`src/rtl/regfile_pkg.sv`:
```
// Shared constants for the register file and its writeback path.
package regfile_pkg;

    localparam int DATA_W = 16;
    localparam int ADDR_W = 4;
    localparam int NREG   = 16;

    localparam int REQ_ALU  = 0;
    localparam int REQ_LOAD = 1;
    localparam int REQ_DBG  = 2;

endpackage

```
`src/rtl/rr_arbiter.sv`:
```
// One-hot round-robin arbiter: scans from rr_ptr upward and advances the
// pointer past the granted requester.
module rr_arbiter #(
    parameter int N = 3
) (
    input  logic         clk,
    input  logic         rst,
    input  logic         en,
    input  logic [N-1:0] req,
    output logic [N-1:0] grant
);

    localparam int PTR_W = (N > 1) ? $clog2(N) : 1;

    logic [PTR_W-1:0] rr_ptr_r;
    logic [PTR_W-1:0] next_ptr_s;
    logic [PTR_W-1:0] scan_s;
    logic [N-1:0]     grant_s;
    logic             hit_s;

    // Pick the first valid requester at or after rr_ptr, wrapping mod N.
    always_comb begin
        grant_s    = '0;
        next_ptr_s = rr_ptr_r;
        scan_s     = '0;
        hit_s      = 1'b0;
        if (en) begin
            for (int k = 0; k < N; k++) begin
                scan_s = PTR_W'((int'(rr_ptr_r) + k) % N);
                if (!hit_s && req[scan_s]) begin
                    grant_s[scan_s] = 1'b1;
                    hit_s           = 1'b1;
                    next_ptr_s      = PTR_W'((int'(scan_s) + 1) % N);
                end else begin
                    hit_s = hit_s;
                end
            end
        end else begin
            grant_s = '0;
        end
    end

    // Pointer only moves on an actual grant.
    always_ff @(posedge clk or posedge rst) begin
        if (rst) begin
            rr_ptr_r <= '0;
        end else if (hit_s) begin
            rr_ptr_r <= next_ptr_s;
        end else begin
            rr_ptr_r <= rr_ptr_r;
        end
    end

    assign grant = grant_s;

endmodule

```
`src/rtl/regfile_wb_arbiter.sv`:
```
// Writeback arbiter for the register file write port, with a registered
// write stage and a per-register pending-write scoreboard.
module regfile_wb_arbiter
    import regfile_pkg::*;
#(
    parameter int NREQ   = REQ_DBG + 1,
    parameter int DATA_W = regfile_pkg::DATA_W,
    parameter int ADDR_W = regfile_pkg::ADDR_W
) (
    input  logic                   clk,
    input  logic                   rst,
    input  logic [NREQ-1:0]        req_valid,
    input  logic [NREQ*ADDR_W-1:0] req_dest,
    input  logic [NREQ*DATA_W-1:0] req_data,
    output logic [NREQ-1:0]        req_ready,
    input  logic                   wb_stall,
    input  logic                   rsv_valid,
    input  logic [ADDR_W-1:0]      rsv_dest,
    output logic                   rf_write_enable,
    output logic [ADDR_W-1:0]      rf_dest,
    output logic [DATA_W-1:0]      rf_data,
    output logic [(1<<ADDR_W)-1:0] busy,
    output logic [NREQ-1:0]        last_grant
);

    localparam int NREG_L = 1 << ADDR_W;

    logic [NREQ-1:0]   grant_s;
    logic              hs_s;
    logic [ADDR_W-1:0] sel_dest_s;
    logic [DATA_W-1:0] sel_data_s;
    logic [NREG_L-1:0] busy_next_s;

    logic              rf_write_enable_r;
    logic [ADDR_W-1:0] rf_dest_r;
    logic [DATA_W-1:0] rf_data_r;
    logic [NREG_L-1:0] busy_r;
    logic [NREQ-1:0]   last_grant_r;

    rr_arbiter #(.N(NREQ)) u_rr (
        .clk   (clk),
        .rst   (rst),
        .en    (!wb_stall),
        .req   (req_valid),
        .grant (grant_s)
    );

    assign hs_s = |(req_valid & grant_s);

    // Mux the granted requester's dest/data onto the write path.
    always_comb begin
        sel_dest_s = '0;
        sel_data_s = '0;
        for (int i = 0; i < NREQ; i++) begin
            if (grant_s[i]) begin
                sel_dest_s = req_dest[i*ADDR_W +: ADDR_W];
                sel_data_s = req_data[i*DATA_W +: DATA_W];
            end else begin
                sel_dest_s = sel_dest_s;
            end
        end
    end

    // Clear is applied before set so a same-cycle reservation keeps busy high.
    always_comb begin
        busy_next_s = busy_r;
        if (rf_write_enable_r) begin
            busy_next_s[rf_dest_r] = 1'b0;
        end else begin
            busy_next_s = busy_next_s;
        end
        if (rsv_valid) begin
            busy_next_s[rsv_dest] = 1'b1;
        end else begin
            busy_next_s = busy_next_s;
        end
    end

    // Registered write stage; dest/data hold when idle.
    always_ff @(posedge clk or posedge rst) begin
        if (rst) begin
            rf_write_enable_r <= 1'b0;
            rf_dest_r         <= '0;
            rf_data_r         <= '0;
        end else if (hs_s) begin
            rf_write_enable_r <= 1'b1;
            rf_dest_r         <= sel_dest_s;
            rf_data_r         <= sel_data_s;
        end else begin
            rf_write_enable_r <= 1'b0;
            rf_dest_r         <= rf_dest_r;
            rf_data_r         <= rf_data_r;
        end
    end

    // Scoreboard and debug grant history.
    always_ff @(posedge clk or posedge rst) begin
        if (rst) begin
            busy_r       <= '0;
            last_grant_r <= '0;
        end else begin
            busy_r       <= busy_next_s;
            last_grant_r <= grant_s;
        end
    end

    assign req_ready       = grant_s;
    assign rf_write_enable = rf_write_enable_r;
    assign rf_dest         = rf_dest_r;
    assign rf_data         = rf_data_r;
    assign busy            = busy_r;
    assign last_grant      = last_grant_r;

endmodule

```
`config.mk`:
```
export PLATFORM = sky130hd
export DESIGN_NAME = regfile_wb_arbiter
export DESIGN_NICKNAME = d
export VERILOG_FILES = /design/src/rtl/regfile_pkg.sv /design/src/rtl/rr_arbiter.sv /design/src/rtl/regfile_wb_arbiter.sv
export SDC_FILE = /design/constraint.sdc
export NUM_CORES = 1
export LEC_CHECK = 0
export CAP_MARGIN = 20
export CORE_UTILIZATION = 46
export DETAILED_ROUTE_END_ITERATION = 10
export PLACE_DENSITY_LB_ADDON = 0.1
export SYNTH_ARGS = -nofsm -noshare
export SYNTH_HDL_FRONTEND = slang
export SYNTH_SLANG_ARGS = --single-unit
```
`constraint.sdc`:
```
create_clock -name clk -period 6.95 [get_ports clk]
set_clock_uncertainty 0.2 [all_clocks]
set_input_delay 1.39 -clock clk [delete_from_list [all_inputs] [get_ports clk]]
set_output_delay 1.39 -clock clk [all_outputs]
set_load 0.02 [all_outputs]
```
==> results.md <==
* Setup Viol. Count Final at 0
* Synthesized Nets at 364
* Total CTS buffers at 5
* Die area at 6111 um^2
* Final #Nets at ~470
* GRT Util Overall at around 28%
* Asr flop ratio synth at 100.0%
* CP Cell Sequence: clkdlybuf4s50_1, mux2_4, or4b_1, o211a_2, nor2_1, clkdlybuf4s50_1
* Post-Route WL at 8444 um
* Synthesized area per cell at 9.267 um^2
* TritonRoute pass-1 iters at 5
* Post-route setup slack at around 1300 ps
* Die height at 78.17 um
* Most frequent CP cell: clkdlybuf4s50_1
* H-tree levels at 2
* Gate Count Post-Synth at 288
* Slowest cell on crit path: clkdlybuf4s50_1
* Post-synth top area share at 39.38%
* Port bufs at around 110
* Top cells by area, synth: dfrtp_1 39%, nand3_1 12%, a41oi_2 11%
* Worst-path clk slew at about 90 ps
* RSZ-0062 raised after global routing: false
* Most frequent cell after synthesis: nand3_1
* Reg2reg setup slack at 3460 ps
* CTS tree: done
* Clock tree sinks at 42
* First-pass GRT wire length at 13480 um
* EDFF count, synth at 0
* Area occupied by multi-input gates at roughly 1500 um^2
* P&R area growth vs syn at 48.57%
* Fin. Hold Viols at 0
* Final min period at approximately 5700 ps
* Setup_tns at 0 ps
* Top FF cell, synth: dfrtp_1
* Register area at 1051 um^2
* Mean routed wirelength per cell at 18.28 um
* HPWL after DPL at 5825 um
* Vias in the first global route at between 2000 and 3000
* Area of the core at 5540 um^2
* Clk buf depth at 2
* Most area-hungry cell type in the Yosys netlist: dfrtp_1
* Drt drc at 0
* Setup crit end kind: output port
* Netlist cell types at 45
* FP Rows at 27
* Largest net degree at the start of global routing at between 40 and 50
* Via count at 2930
* Ports at ~110
* Crit Path Max Fanout at 22
* GR Overflow Total at 0
* Seq/Total Area, Yosys at 39.38%
* Dpl ws at ~800 ps
* CTS Hold Buffers Added at 0
* Final period util at about four fifths
* Initial core utilization at between 40% and 50%
* Via/cell ratio at approximately 6.3
* Synth top cells by count: 66 x nand3_1, 42 x dfrtp_1, 37 x o21ai_0, 20 x nor4_1, 18 x a41oi_2
* Final ANT Viol Nets at 0
* Worst-skew pair later-pin latency at 300 ps
* CTS resizes at 0
* Crit path kind: in2out
* Max_cap viols at 0
* Synth Register Bits at 42
* Die Wd at 78.17 um
* Setup crit start kind: input port
* Iteration-0 DRC Markers at 280
* P per Cell Area at between 400 and 500 nW/um^2
* Ys Warns at 0
* Pins Over Slew Limit at 0
* N_diodes at 0
* Slew HR at ~39%
* Post-CTS Setup Repair Bufs at 0
* Worst-Margin Slew at 909.5 ps
* Leakage at 0.001404 uW
* Worst hold path type: reg2reg
* Outcome: completed
* CP arrival at 4080 ps
* Peak VDD IR at ~0.25 mV
* WP data required at 5360 ps
* Max Clock Freq at about 0.18 GHz
* Fraction of layout cells with a size suffix above 1 at about 12%
* Synthesized area at 2669 um^2
* Root Buffer: clkbuf_8
* Worst path max stage delay at 620 ps
* Initial antenna violation count at 0
* FILL cells at around 420
* Placer congestion estimate at approximately 0.87
state kept, by name, indices dropped and copies added, names as in the netlist:
name             flops
busy                16
rf_data             16
rf_dest              4
last_grant           3
u_rr.rr_ptr_r        2
rf_write_enable      1
final timing paths:
kind                            cells after the start              from             to
worst max register to register                      8  u_rr.rr_ptr_r[0]    rf_data[14]
worst max-delay path                                6      req_valid[2]   req_ready[2]
max in group asynchronous                           2               rst  last_grant[2]
worst min register to register                      2           busy[1]        busy[1]
worst min-delay path                                2           busy[1]        busy[1]
min in group asynchronous                           2               rst     rf_data[7]
placed cells by master (no fill, tap or decap), types with 6 or more instances in the layout:
master	count
nand2b_1	6
nand2_1	7
nor4_1	20
o21ai_0	37
clkdlybuf4s50_1	113
nand3_1	66
inv_1	8
dfrtp_1	42
a41oi_2	18
metrics by stage:
stage / power, uW / instances / hold slack, ps / cell area [um^2] / util [%]
2_1_floorplan: 1102 / 288 / 379.6 / 2669 / -
3_3_place_gp: 1506 / 453 / 289.5 / 3837 / 69.26
3_5_place_dp: 1521 / 453 / 299.8 / 3837 / 69.26
4_1_cts: 1725 / 461 / 319.7 / 3950 / 71.30
5_1_grt: 1840 / 462 / 352.9 / 3965 / 71.57
6_report: 1736 / 462 / 320.3 / 3965 / 71.57
worst max-delay path, delay by kind of cell:
kind / cells / cell delay (ps)
muxes: 1 / 370
buffers and inverters: 2 / 1240
and+or+nand+nor: 2 / 740
AOI/OAI and AO/OA: 1 / 340
layer usage:
metal  share of wire (%)  routed length, um  GRT usage, %
met1                  43               3602         36.24
met2                  48               4073         47.02
met3                 7.0                592         4.186
met4                 2.1                176         12.04
met5                   0                  0             0
layout make-up:
cell class / count / area share [%]
clock buffer: 5 / 1.736
sequential: 42 / 26.51
clock inverter: 3 / 1.104
tap: 72 / 2.272
timing repair buffer: 119 / 29.85
multi-input combinational: 212 / 37.68
inverter: 9 / 0.8520
where the power goes:
group | internal [uW] | switching [uW]
registers | 367 | 77.9
clock network | 108 | 95.1
logic | 475 | 613
total | 950 | 786
cells by family (layout without fill, tap and decap cells):
| logic type | count (synthesis) | after routing | share of synthesized area (%) |
|---|---|---|---|
| flops | 42 | 42 | 39.38 |
| mux | 2 | 2 | 0.9375 |
| compound gates | 77 | 77 | 24.10 |
| simple gates | 126 | 126 | 26.77 |
| buf+inv | 34 | 136 | 5.719 |
| fa+ha+maj | 7 | 7 | 3.094 |
(Power assumes the default switching activity.)
